--- config.mk ---
export PLATFORM = sky130hd
export DESIGN_NAME = scan_chain_ctrl
export DESIGN_NICKNAME = d
export VERILOG_FILES = /design/src/rtl/scan_chain_ctrl.sv
export SDC_FILE = /design/constraint.sdc
export NUM_CORES = 1
export LEC_CHECK = 0
export ABC_AREA = 0
export CORE_ASPECT_RATIO = 0.8
export CORE_MARGIN = 4
export CORE_UTILIZATION = 56
export CTS_CLUSTER_DIAMETER = 150
export CTS_CLUSTER_SIZE = 25
export DETAILED_ROUTE_END_ITERATION = 8
export PLACE_DENSITY = 0.85
export SYNTH_ARGS = -nofsm -noshare
export SYNTH_HDL_FRONTEND = slang
export SYNTH_SLANG_ARGS = --single-unit
export TNS_END_PERCENT = 1
--- constraint.sdc ---
create_clock -name CLK -period 4.5 [get_ports CLK]
set_input_delay 0.45 -clock CLK [delete_from_list [all_inputs] [get_ports CLK]]
set_output_delay 0.45 -clock CLK [all_outputs]
set_load 0.01 [all_outputs]
--- src/rtl/scan_chain_ctrl.sv ---
// scan_chain_ctrl: sequences one scan test on an external chain.
// Optional preset, serial shift-in of a stimulus pattern, optional capture
// cycle, serial shift-out into a response register, then compare with the
// expected response. Every output comes straight from a register.
module scan_chain_ctrl #(
    parameter int CHAIN_LEN  = 16,
    parameter int PRESET_CYC = 2
) (
    input  logic                 CLK,
    input  logic                 RESET,
    input  logic                 START,
    input  logic                 ABORT,
    input  logic                 PRESET_EN,
    input  logic                 CAPTURE_EN,
    input  logic [CHAIN_LEN-1:0] PAT_IN,
    input  logic [CHAIN_LEN-1:0] EXP_IN,
    input  logic                 SO,
    output logic                 SCE,
    output logic                 SCD,
    output logic                 SETB,
    output logic                 CHAIN_CLK_EN,
    output logic                 BUSY,
    output logic                 DONE,
    output logic                 PASS,
    output logic [CHAIN_LEN-1:0] RESP_OUT
);

    // The counter is sized for the shift length; it only grows if the
    // preset length alone would not fit, so it never wraps.
    localparam int CNT_W_LEN = $clog2(CHAIN_LEN + 1);
    localparam int CNT_W_PRE = $clog2(PRESET_CYC + 1);
    localparam int CNT_W     = (CNT_W_LEN > CNT_W_PRE) ? CNT_W_LEN : CNT_W_PRE;

    // Down-counter reload values: a phase lasts (load + 1) cycles.
    localparam logic [CNT_W-1:0] LEN_LOAD = CNT_W'(CHAIN_LEN - 1);
    localparam logic [CNT_W-1:0] PRE_LOAD = CNT_W'(PRESET_CYC - 1);

    typedef enum logic [2:0] {
        ST_IDLE      = 3'd0,
        ST_PRESET    = 3'd1,
        ST_SHIFT_IN  = 3'd2,
        ST_CAPTURE   = 3'd3,
        ST_SHIFT_OUT = 3'd4,
        ST_FINISH    = 3'd5
    } state_t;

    state_t                 state_r;
    logic [CNT_W-1:0]       cnt_r;
    logic [CHAIN_LEN-1:0]   pat_r;     // remaining stimulus bits, LSB next
    logic [CHAIN_LEN-1:0]   exp_r;
    logic                   cap_en_r;
    logic                   sce_r;
    logic                   scd_r;
    logic                   setb_r;
    logic                   clk_en_r;
    logic                   busy_r;
    logic                   done_r;
    logic                   pass_r;
    logic [CHAIN_LEN-1:0]   resp_r;

    // Sequencer: state, phase counter, chain controls and result registers.
    always_ff @(posedge CLK) begin
        if (RESET) begin
            state_r  <= ST_IDLE;
            cnt_r    <= '0;
            pat_r    <= '0;
            exp_r    <= '0;
            cap_en_r <= 1'b0;
            sce_r    <= 1'b0;
            scd_r    <= 1'b0;
            setb_r   <= 1'b1;
            clk_en_r <= 1'b0;
            busy_r   <= 1'b0;
            done_r   <= 1'b0;
            pass_r   <= 1'b0;
            resp_r   <= '0;
        end else if ((state_r != ST_IDLE) && ABORT) begin
            // Abort drops the sequence silently; the response register is
            // left as-is, but PASS is forced low so no stale verdict remains.
            state_r  <= ST_IDLE;
            cnt_r    <= '0;
            sce_r    <= 1'b0;
            scd_r    <= 1'b0;
            setb_r   <= 1'b1;
            clk_en_r <= 1'b0;
            busy_r   <= 1'b0;
            done_r   <= 1'b0;
            pass_r   <= 1'b0;
        end else begin
            case (state_r)
                ST_IDLE: begin
                    done_r <= 1'b0;
                    // ABORT in the same cycle suppresses the start.
                    if (START && !ABORT) begin
                        exp_r    <= EXP_IN;
                        cap_en_r <= CAPTURE_EN;
                        pass_r   <= 1'b0;
                        resp_r   <= '0;
                        busy_r   <= 1'b1;
                        if (PRESET_EN) begin
                            state_r  <= ST_PRESET;
                            cnt_r    <= PRE_LOAD;
                            pat_r    <= PAT_IN;
                            setb_r   <= 1'b0;
                            sce_r    <= 1'b0;
                            scd_r    <= 1'b0;
                            clk_en_r <= 1'b0;
                        end else begin
                            state_r  <= ST_SHIFT_IN;
                            cnt_r    <= LEN_LOAD;
                            pat_r    <= PAT_IN >> 1;
                            scd_r    <= PAT_IN[0];
                            setb_r   <= 1'b1;
                            sce_r    <= 1'b1;
                            clk_en_r <= 1'b1;
                        end
                    end else begin
                        state_r <= ST_IDLE;
                    end
                end

                ST_PRESET: begin
                    if (cnt_r == '0) begin
                        state_r  <= ST_SHIFT_IN;
                        cnt_r    <= LEN_LOAD;
                        setb_r   <= 1'b1;
                        sce_r    <= 1'b1;
                        clk_en_r <= 1'b1;
                        scd_r    <= pat_r[0];
                        pat_r    <= pat_r >> 1;
                    end else begin
                        cnt_r <= cnt_r - 1'b1;
                    end
                end

                ST_SHIFT_IN: begin
                    if (cnt_r == '0) begin
                        scd_r    <= 1'b0;
                        clk_en_r <= 1'b1;
                        if (cap_en_r) begin
                            state_r <= ST_CAPTURE;
                            cnt_r   <= '0;
                            sce_r   <= 1'b0;
                        end else begin
                            state_r <= ST_SHIFT_OUT;
                            cnt_r   <= LEN_LOAD;
                            sce_r   <= 1'b1;
                        end
                    end else begin
                        cnt_r <= cnt_r - 1'b1;
                        scd_r <= pat_r[0];
                        pat_r <= pat_r >> 1;
                    end
                end

                ST_CAPTURE: begin
                    state_r  <= ST_SHIFT_OUT;
                    cnt_r    <= LEN_LOAD;
                    sce_r    <= 1'b1;
                    scd_r    <= 1'b0;
                    clk_en_r <= 1'b1;
                end

                ST_SHIFT_OUT: begin
                    // First bit out travels down to bit 0 after CHAIN_LEN shifts.
                    resp_r <= {SO, resp_r[CHAIN_LEN-1:1]};
                    if (cnt_r == '0) begin
                        state_r  <= ST_FINISH;
                        cnt_r    <= '0;
                        sce_r    <= 1'b0;
                        clk_en_r <= 1'b0;
                    end else begin
                        cnt_r <= cnt_r - 1'b1;
                    end
                end

                ST_FINISH: begin
                    state_r <= ST_IDLE;
                    cnt_r   <= '0;
                    done_r  <= 1'b1;
                    busy_r  <= 1'b0;
                    pass_r  <= (resp_r == exp_r);
                end

                default: begin
                    state_r  <= ST_IDLE;
                    cnt_r    <= '0;
                    sce_r    <= 1'b0;
                    scd_r    <= 1'b0;
                    setb_r   <= 1'b1;
                    clk_en_r <= 1'b0;
                    busy_r   <= 1'b0;
                    done_r   <= 1'b0;
                    pass_r   <= 1'b0;
                end
            endcase
        end
    end

    assign SCE          = sce_r;
    assign SCD          = scd_r;
    assign SETB         = setb_r;
    assign CHAIN_CLK_EN = clk_en_r;
    assign BUSY         = busy_r;
    assign DONE         = done_r;
    assign PASS         = pass_r;
    assign RESP_OUT     = resp_r;

endmodule

Word-level counts from Yosys, hierarchy flattened
Index checks and enable logic that the tools add are counted.
{"block": "word_totals", "register_bits": 64, "inputBits": 39, "out_inout_bits": 23, "elab_cells": 93}
{"block": "classes", "addsub": 1, "n_eq_ne": 12, "n_mux": 40, "bitwise": 5, "n_reduce_logical": 22}
{"cell": "$mux W16", "count": 5}
{"cell": "$pmux W16 S3", "count": 1}
{"cell": "$pmux W16 S2", "count": 1}
{"cell": "$pmux W5 S5", "count": 1}
{"cell": "$mux W5", "count": 4}
{"cell": "$eq A16 B16 Y1", "count": 1}
{"cell": "$mux W3", "count": 5}
{"cell": "$pmux W3 S5", "count": 1}
{"cell": "$reduce_and A3 Y1", "count": 5}
{"cell": "$mux W1", "count": 12}
{"cell": "$ne A2 B2 Y1 const B", "count": 5}
{"cell": "$reduce_and A5 Y1", "count": 2}
{"cell": "$mux W4", "count": 2}
{"cell": "$reduce_or A4 Y1", "count": 2}
{"cell": "$eq A3 B2 Y1 const B", "count": 2}
{"cell": "$eq A3 B3 Y1 const B", "count": 2}
{"cell": "$pmux W1 S3", "count": 2}
{"cell": "$pmux W1 S6", "count": 1}
{"cell": "$reduce_bool A3 Y1", "count": 2}
{"cell": "$reduce_or A2 Y1", "count": 3}
{"cell": "$logic_not A5 Y1", "count": 1}
{"cell": "$not A1 Y1", "count": 5}
{"cell": "$pmux W1 S5", "count": 1}
{"cell": "$sub A5 B1 Y5 const B", "count": 1}
{"cell": "11 further kinds", "count": 13}

Longest topological paths before layout
Gate-level depths: netlist of run 1.
{"block": "depth", "depth_word": 4, "mapped_depth": 9, "mapped_depth_nobuf": 7}

Worst setup path before layout of run 1
Ideal clock, no wire load.
{"block": "synth_timing", "path_type": "register to register", "start": "register cnt_r[0]", "end": "register pat_r[15]", "setup_time_ps": 70, "arrival_time_ps": 2407, "required_ps": 4430, "setup_slack_ps": 2023, "stages_incl_launch_ff": 9, "n_path_buf": 1, "synth_period_minus_slack_ps": 2477, "path_cell_list": "dfxtp_1 -> inv_1 -> ha_1 -> or4b_4 -> mux2_4 -> or4_1 -> clkbuf_1 -> or3_1 -> a21oi_1"}
{"block": "synth_between", "elab_chain_cells": 3, "word_cells_on_any_way": 4, "classes_between": "eq/ne: 2; reduce/logical: 2"}
{"item": "from (decl)", "line_no": "48", "source": "logic [CNT_W-1:0] cnt_r;"}
{"item": "from (signal assigned)", "line_no": "132", "source": "cnt_r <= cnt_r - 1'b1;"}
{"item": "from (signal assigned)", "line_no": "150", "source": "cnt_r <= cnt_r - 1'b1;"}
{"item": "from (signal assigned)", "line_no": "173", "source": "cnt_r <= cnt_r - 1'b1;"}
{"item": "$logic_not A5 Y1 (*)", "line_no": "123, 137"}
{"item": "$ne A2 B2 Y1 (no line)"}
{"item": "$reduce_and A5 Y1 (no line) (*)"}
{"item": "to (signal assigned)", "line_no": "111", "source": "pat_r <= PAT_IN >> 1;"}
{"item": "to (signal assigned)", "line_no": "130", "source": "pat_r <= pat_r >> 1;"}
{"item": "to (signal assigned)", "line_no": "152", "source": "pat_r <= pat_r >> 1;"}
{"item": "to (decl)", "line_no": "49", "source": "logic [CHAIN_LEN-1:0] pat_r;"}
Mark *: on every way between the ends. The rest lies on a longest branch, timed or not.
A chain may end at the register's enable or synchronous reset.

Worst setup path in the final report of run 1
Same ends and word-level chain as after synthesis.

==> summary.txt, run 1 <==
Clock tree
  – Level count of the clock H-tree: 3
  – Total CTS buffers: 9
  – # clock sinks: 64
  – CTS-repair resized insts: 0
  – Number of buffers inserted to repair setup after CTS: 0
  – Reg clk slew, reported paths: 80 ps
  – Largest buffer count on any clock path: 2
  – CTS Hold Buffers Added: 0
  – Worst-Skew Late Latency: roughly 350 ps
  – CTS tree: built
  – Buffer cell driving the clock tree root: clkbuf_8

Critical path
  – Startpoint Class: flop
  – Arrival time worst endpoint: roughly 3200 ps
  – CP endpoint kind: flop
  – Largest fanout on the critical path: 32
  – Cell-by-cell trace of the critical path: inv_1 -> ha_1 -> or4b_4 -> mux2_4 -> or4_1 -> buf_4 -> or3_1 -> a21oi_1
  – Worst setup path category: flop to flop
  – Required time at the endpoint of the critical path: 4770 ps
  – Largest stage delay on the critical path: 570 ps
  – Slowest CP cell: or4b_4

Yosys
  – YS warnings: 0
  – Post-synthesis async set-or-reset flop share: 0%
  – Number of synthesized flops with an enable pin: 0
  – Syn Nets: 443
  – Synth area leader: dfxtp_1
  – Area contributors post-synth: dfxtp_1 (40%), a21oi_1 (9.3%), nand2_1 (7.5%), mux2i_1 (5.0%), xnor2_1 (4.4%)
  – Number of distinct library cells after synthesis: 43
  – Number of register bits inferred by synthesis: 64
  – Cell area after technology mapping: 0.00318 sq mm
  – Commonest cells in the netlist: dfxtp_1 (64), nand2_1 (64), a21oi_1 (59)
  – Fraction of post-synthesis cell area in the top cell type by area: 40.2%
  – Mean instance size in the synthesized netlist: just under 8 sq um
  – Proportion of synthesized chip area in sequential cells: 40.2%
  – Post-synthesis cell count: 403
  – Most used DFF post-synth: dfxtp_1

Place
  – Number of buffers inserted by port buffering: 61
  – Setup Slack @ Placement: 1620 ps
  – Half-perimeter wire length of the detailed placement result: around 5500 microns
  – DP Cell Count: 513
  – Final weighted congestion of routability-driven global placement: 0.894
  – Post-placement cell area: 0.00380 sq mm

Finish
  – Number of standard cells in the final layout excluding fillers: 529
  – Fraction of final layout cells sized beyond drive strength 1: 5.99%
  – Cell area after layout: around 0.004 sq mm
  – Fraction of the core area covered by cells at the end of the flow: 73.3%
  – Nets@finish: 486
  – Ant diodes: 0
  – Area added between synthesis and finish: 25.8%

STA
  – Final critical-path required period: 2940 ps
  – Fin worst setup slack: 1560 ps
  – Relative max-transition margin: roughly 23%
  – Count of pins over their slew limit: 0
  – Final number of setup-violating endpoints: 0
  – Final Hold Viols: 0
  – Final critical-path share of the clock period: 65.3%
  – Pin slew with the least headroom to its limit: 1150 ps
  – Highest clock rate: around 340 MHz
  – Worst hold slack across all endpoints: 459 ps
  – Summed negative setup slack over all endpoints: 0 ps
  – RSZ-0062 raised after global routing: false
  – Worst clock skew: 5.67 ps

Min path
  – Worst min-delay path category: flop to flop

Power and ir drop
  – Power density relative to cell area: 460 mW/mm^2
  – Cell leakage power: between 1 and 1.5 nW
  – Worst-case vdd ir drop: 0.000241 V
  – Total power draw: approximately 1.8 mW

Run
  – Max-cap violations: 0

Floorplanning
  – Die Ht: ~75 microns
  – Die X: 92.3 microns
  – Floorplan row count: 24
  – Total core area: 0.00547 sq mm
  – Area of the die: 0.00696 sq mm
  – Initial core utilization: between 50% and 60%
  – IO Count: 62

Routing
  – Pre-antenna DRT Iters: 5
  – Residual antenna-violating net count after detailed routing: 0
  – Detailed-route vias per instance: ~6
  – Total via count in the routed design: around 3100
  – Violation count after the first detailed-routing iteration: 277
  – DRC violation count after routing: 0
  – Post-detailed-routing wire length: 8040 microns
  – Routed length per instance: 15.2 microns

Global route
  – Maximum number of pins on one net before global-route repair: 69
  – Vias in the first global route: 2859
  – Number of antenna violations at the first check in global routing: 0
  – Global-route usage over all layers: about a quarter
  – Wire length of the first global-routing pass: 13200 microns
  – GRT overflow: 0

Run status
  – Run status: complete, no violations
==> layout make-up <==
type,instances,area [sq um]
Clock inverter,7,80.1
Sequential cell,64,1280
Multi-Input combinational cell,301,1770
Timing Repair Buffer,66,643
Clock buffer,9,124
Tap cell,78,97.6
Fill cell,431,1460
Inverter,4,15.0
==> placed cells by master (no fill, tap or decap), types with 2 or more instances in the layout <==
cell	n
dfxtp_1	64
nor2_1	28
nand2_1	64
or4_1	2
a31o_2	2
nand3b_1	15
nor3b_1	2
and2_1	2
o21ai_0	6
inv_1	4
nand3_1	21
o211ai_1	3
o31ai_1	17
nor4b_1	2
clkbuf_8	9
xnor2_1	16
nor4_1	3
nor3_1	5
a21oi_1	59
inv_6	2
mux2i_1	16
buf_4	5
nor2b_1	4
a31oi_1	2
clkinv_4	2
nand4_1	4
a2111oi_0	2
or3_1	4
o32ai_1	2
clkinvlp_4	2
o21a_1	3
a32oi_1	2
clkdlybuf4s50_1	60
==> power by group <==
group          internal (mW)  switching, mW  total (mW)
logic                  0.253          0.353       0.607
registers              0.639         0.0888       0.728
clock network          0.261          0.247       0.508
total                   1.15          0.689        1.84
==> worst paths after layout <==
path                         startpoint                      to  slack (ps)  depth (start not counted)
setup / recovery  cnt_r[0]$_SDFFE_PP0N_  pat_r[15]$_SDFFE_PP0P_        1560                          8
hold / removal    cnt_r[4]$_SDFFE_PP0N_   cnt_r[4]$_SDFFE_PP0N_         460                          2
setup reg to reg  cnt_r[0]$_SDFFE_PP0N_  pat_r[15]$_SDFFE_PP0P_        1560                          8
hold reg to reg   cnt_r[4]$_SDFFE_PP0N_   cnt_r[4]$_SDFFE_PP0N_         460                          2
==> routing by layer <==
| metal | track usage, % | wire length (microns) | up-vias |
|---|---|---|---|
| li1 | - | - | 1517 |
| met1 | 30.5 | 3520 | 1418 |
| met2 | 39.7 | 3750 | 127 |
| met3 | 6.61 | 620 | 20 |
| met4 | 8.40 | 147 | 0 |
| met5 | 0 | 0 | - |
==> flip-flops by register name, summed over array words and instances (netlist names) <==
name,count
BUSY,1
DONE,1
SCD,1
pat_r,16
RESP_OUT,16
cap_en_r,1
state_r,3
CHAIN_CLK_EN,1
SETB,1
PASS,1
exp_r,16
cnt_r,5
SCE,1
==> kinds of logic after synthesis <==
kind of cell,share of synthesized area (%)
simple gates,24.4
compound gates,20.3
flops,40.2
buf+inv,4.48
xor+xnor,4.68
mux,5.50
fa+ha+maj,0.393
==> worst max-delay path, delay by kind of cell, from the launching register on <==
kind            cells  cell delay, ps
buf+inv             2             350
fa+ha+maj           1             230
compound gates      1             150
simple gates        3            1450
mux                 1             320
flops               1             350
No activity file was read; power rests on OpenSTA's default activity.
==> run 2: changes to the inputs <==
--- a/config.mk
+++ b/config.mk
@@ -8,11 +8,11 @@
 export ABC_AREA = 0
 export CORE_ASPECT_RATIO = 0.8
 export CORE_MARGIN = 4
-export CORE_UTILIZATION = 56
+export CORE_UTILIZATION = 52
 export CTS_CLUSTER_DIAMETER = 150
 export CTS_CLUSTER_SIZE = 25
 export DETAILED_ROUTE_END_ITERATION = 8
-export PLACE_DENSITY = 0.85
+export PLACE_DENSITY = 0.8
 export SYNTH_ARGS = -nofsm -noshare
 export SYNTH_HDL_FRONTEND = slang
 export SYNTH_SLANG_ARGS = --single-unit
==> constraint.sdc (replaced) <==
create_clock -name CLK -period 2.85 [get_ports CLK]
set_input_delay 0.285 -clock CLK [delete_from_list [all_inputs] [get_ports CLK]]
set_output_delay 0.285 -clock CLK [all_outputs]
set_load 0.01 [all_outputs]
==> summary.txt, run 2 (synthesis results as in run 1) <==
Place
  – Setup Slack @ Placement: 202 ps (-1420 ps)
  – Half-perimeter wire length of the detailed placement result: 5530 microns (+0.66%)
  – Final weighted congestion of routability-driven global placement: 0.929 (+4.0%)
  – DP Cell Count: 522 (+1.8%)
  – Number of buffers inserted by port buffering: 61 (unchanged)
  – Post-placement cell area: 0.00385 sq mm (+1.3%)

Critical path
  – Launch point of the worst reg-to-reg path: cnt_r[0]$_SDFFE_PP0N_
  – Worst setup path category: flop to flop
  – Startpoint Class: flop
  – Arrival time worst endpoint: 2930 ps (-280 ps)
  – Critical Path Start: cnt_r[0]$_SDFFE_PP0N_
  – Largest fanout on the critical path: 31 (-3.1%)
  – Required time at the endpoint of the critical path: 3090 ps (-1680 ps)
  – CP endpoint kind: flop

Run status
  – Run status: complete, no violations

STA
  – Count of pins over their slew limit: 0 (unchanged)
  – Final number of setup-violating endpoints: 0 (unchanged)
  – Highest clock rate: 372 MHz (+9.4%)
  – Final critical-path required period: 2690 ps (-252 ps)
  – Fin worst setup slack: 164 ps (-1400 ps)
  – RSZ-0062 raised after global routing: false
  – Pin slew with the least headroom to its limit: 799 ps (-354 ps)
  – Worst clock skew: 8.04 ps (+2.38 ps)
  – Relative max-transition margin: 46.7% (+24 points)
  – Summed negative setup slack over all endpoints: 0 ps (unchanged)
  – Final critical-path share of the clock period: 94.2% (+29 points)
  – Final Hold Viols: 0 (unchanged)

Clock tree
  – Worst-Skew Late Latency: 340 ps (about the same)
  – Level count of the clock H-tree: 3 (unchanged)
  – # clock sinks: 64 (unchanged)
  – Total CTS buffers: 9 (unchanged)
  – CTS tree: built
  – Buffer cell driving the clock tree root: clkbuf_8
  – Reg clk slew, reported paths: 70 ps (about the same)
  – CTS Hold Buffers Added: 0 (unchanged)
  – Number of buffers inserted to repair setup after CTS: 0 (unchanged)
  – CTS-repair resized insts: 0 (unchanged)
  – Largest buffer count on any clock path: 2 (unchanged)

Finish
  – Number of standard cells in the final layout excluding fillers: 538 (+1.7%)
  – Ant diodes: 0 (unchanged)
  – Filler cells: 483 (+12%)
  – Fraction of final layout cells sized beyond drive strength 1: 7.00% (+1.0 points)
  – Area taken by multi-input logic gates: 0.00177 sq mm (unchanged)
  – Most used cells in the layout excluding fill and tap cells: dfxtp_1 (64), nand2_1 (64), clkdlybuf4s50_1 (60)
  – Cell area after layout: 0.00407 sq mm (+1.7%)
  – Area added between synthesis and finish: 27.9%
  – Sequential Area: 0.00128 sq mm (unchanged)
  – Nets@finish: 492 (+1.2%)

Global route
  – Wire length of the first global-routing pass: 13300 microns (+0.73%)
  – GRT overflow: 0 (unchanged)
  – Vias in the first global route: 2873 (+0.49%)
  – Number of antenna violations at the first check in global routing: 0 (unchanged)
  – Global-route usage over all layers: 22.6% (-1.3 points)
  – Maximum number of pins on one net before global-route repair: 59 (-14%)

Routing
  – DRC violation count after routing: 0 (unchanged)
  – Detailed-route vias per instance: 5.55 (-4.7%)
  – Violation count after the first detailed-routing iteration: 216 (-22%)
  – Total via count in the routed design: 2988 (-3.0%)
  – Residual antenna-violating net count after detailed routing: 0 (unchanged)
  – Post-detailed-routing wire length: 8020 microns (-0.26%)
  – Routed length per instance: 14.9 microns (-1.9%)
  – Pre-antenna DRT Iters: 4 (-1)

Min path
  – Worst hold start: RESET
  – Worst min-delay path category: input port to flop

Floorplanning
  – Floorplan row count: 25 (+4.2%)
  – Die X: 95.5 microns (+3.5%)
  – Area of the die: 0.00745 sq mm (+6.9%)
  – Die Ht: 78.0 microns (+3.4%)
  – Total core area: 0.00591 sq mm (+8.2%)
  – Initial core utilization: 53.9% (-4.4 points)
  – IO Count: 62 (unchanged)

Power and ir drop
  – Worst-case vdd ir drop: 0.000295 V (+23%)
  – Cell leakage power: 1.43 nW (+2.9%)
  – Total power draw: 2.99 mW (+63%)
  – Power density relative to cell area: 735 mW/mm^2 (+60%)

Run
  – Max-cap violations: 0 (unchanged)
[run 2: critical path, cell delays in order, from the launching register on]
cell and delay (ps):
dfxtp_1 350, inv_1 80, ha_1 220, or4b_4 580
mux2_4 320, or4_1 500, buf_4 250, o31ai_1 280
[run 2: metrics by stage]
step	hold WS, ps	utilization, %
2_1_floorplan	421	-
3_3_place_gp	449	65.1
3_5_place_dp	447	65.1
4_1_cts	271	68.9
5_1_grt	303	68.9
6_report	282	68.9
[run 2: final cells by class]
type	count	share of cell area, %
clock buffers	11	3.47
clock inverters	5	1.97
inverters	4	0.369
multi-input cells	301	43.3
flip-flops and latches	64	31.5
well taps	81	2.49
repair buffers	72	16.9
[run 2: layer usage]
layer / up-vias / global-route usage, % / share of wire (%)
met5: - / 0 / 0
met4: 0 / 6.25 / 1.1
met3: 8 / 6.88 / 6.1
met2: 87 / 34.2 / 46
met1: 1372 / 31.0 / 47
li1: 1521 / - / -
[run 2: final timing paths]
| path | to | slack, ps | depth (start not counted) |
|---|---|---|---|
| setup / recovery | pat_r[5]$_SDFFE_PP0P_ | 160 | 7 |
| hold reg to reg | cnt_r[4]$_SDFFE_PP0N_ | 460 | 2 |
| hold / removal | cap_en_r$_SDFFE_PP0P_ | 280 | 2 |
| setup reg to reg | pat_r[5]$_SDFFE_PP0P_ | 160 | 7 |
[run 2: power by group]
| group | leakage [nW] | internal, mW | switching (mW) |
|---|---|---|---|
| registers | 0.521 | 1.01 | 0.127 |
| clock network | 0.106 | 0.515 | 0.351 |
| logic | 0.805 | 0.419 | 0.572 |
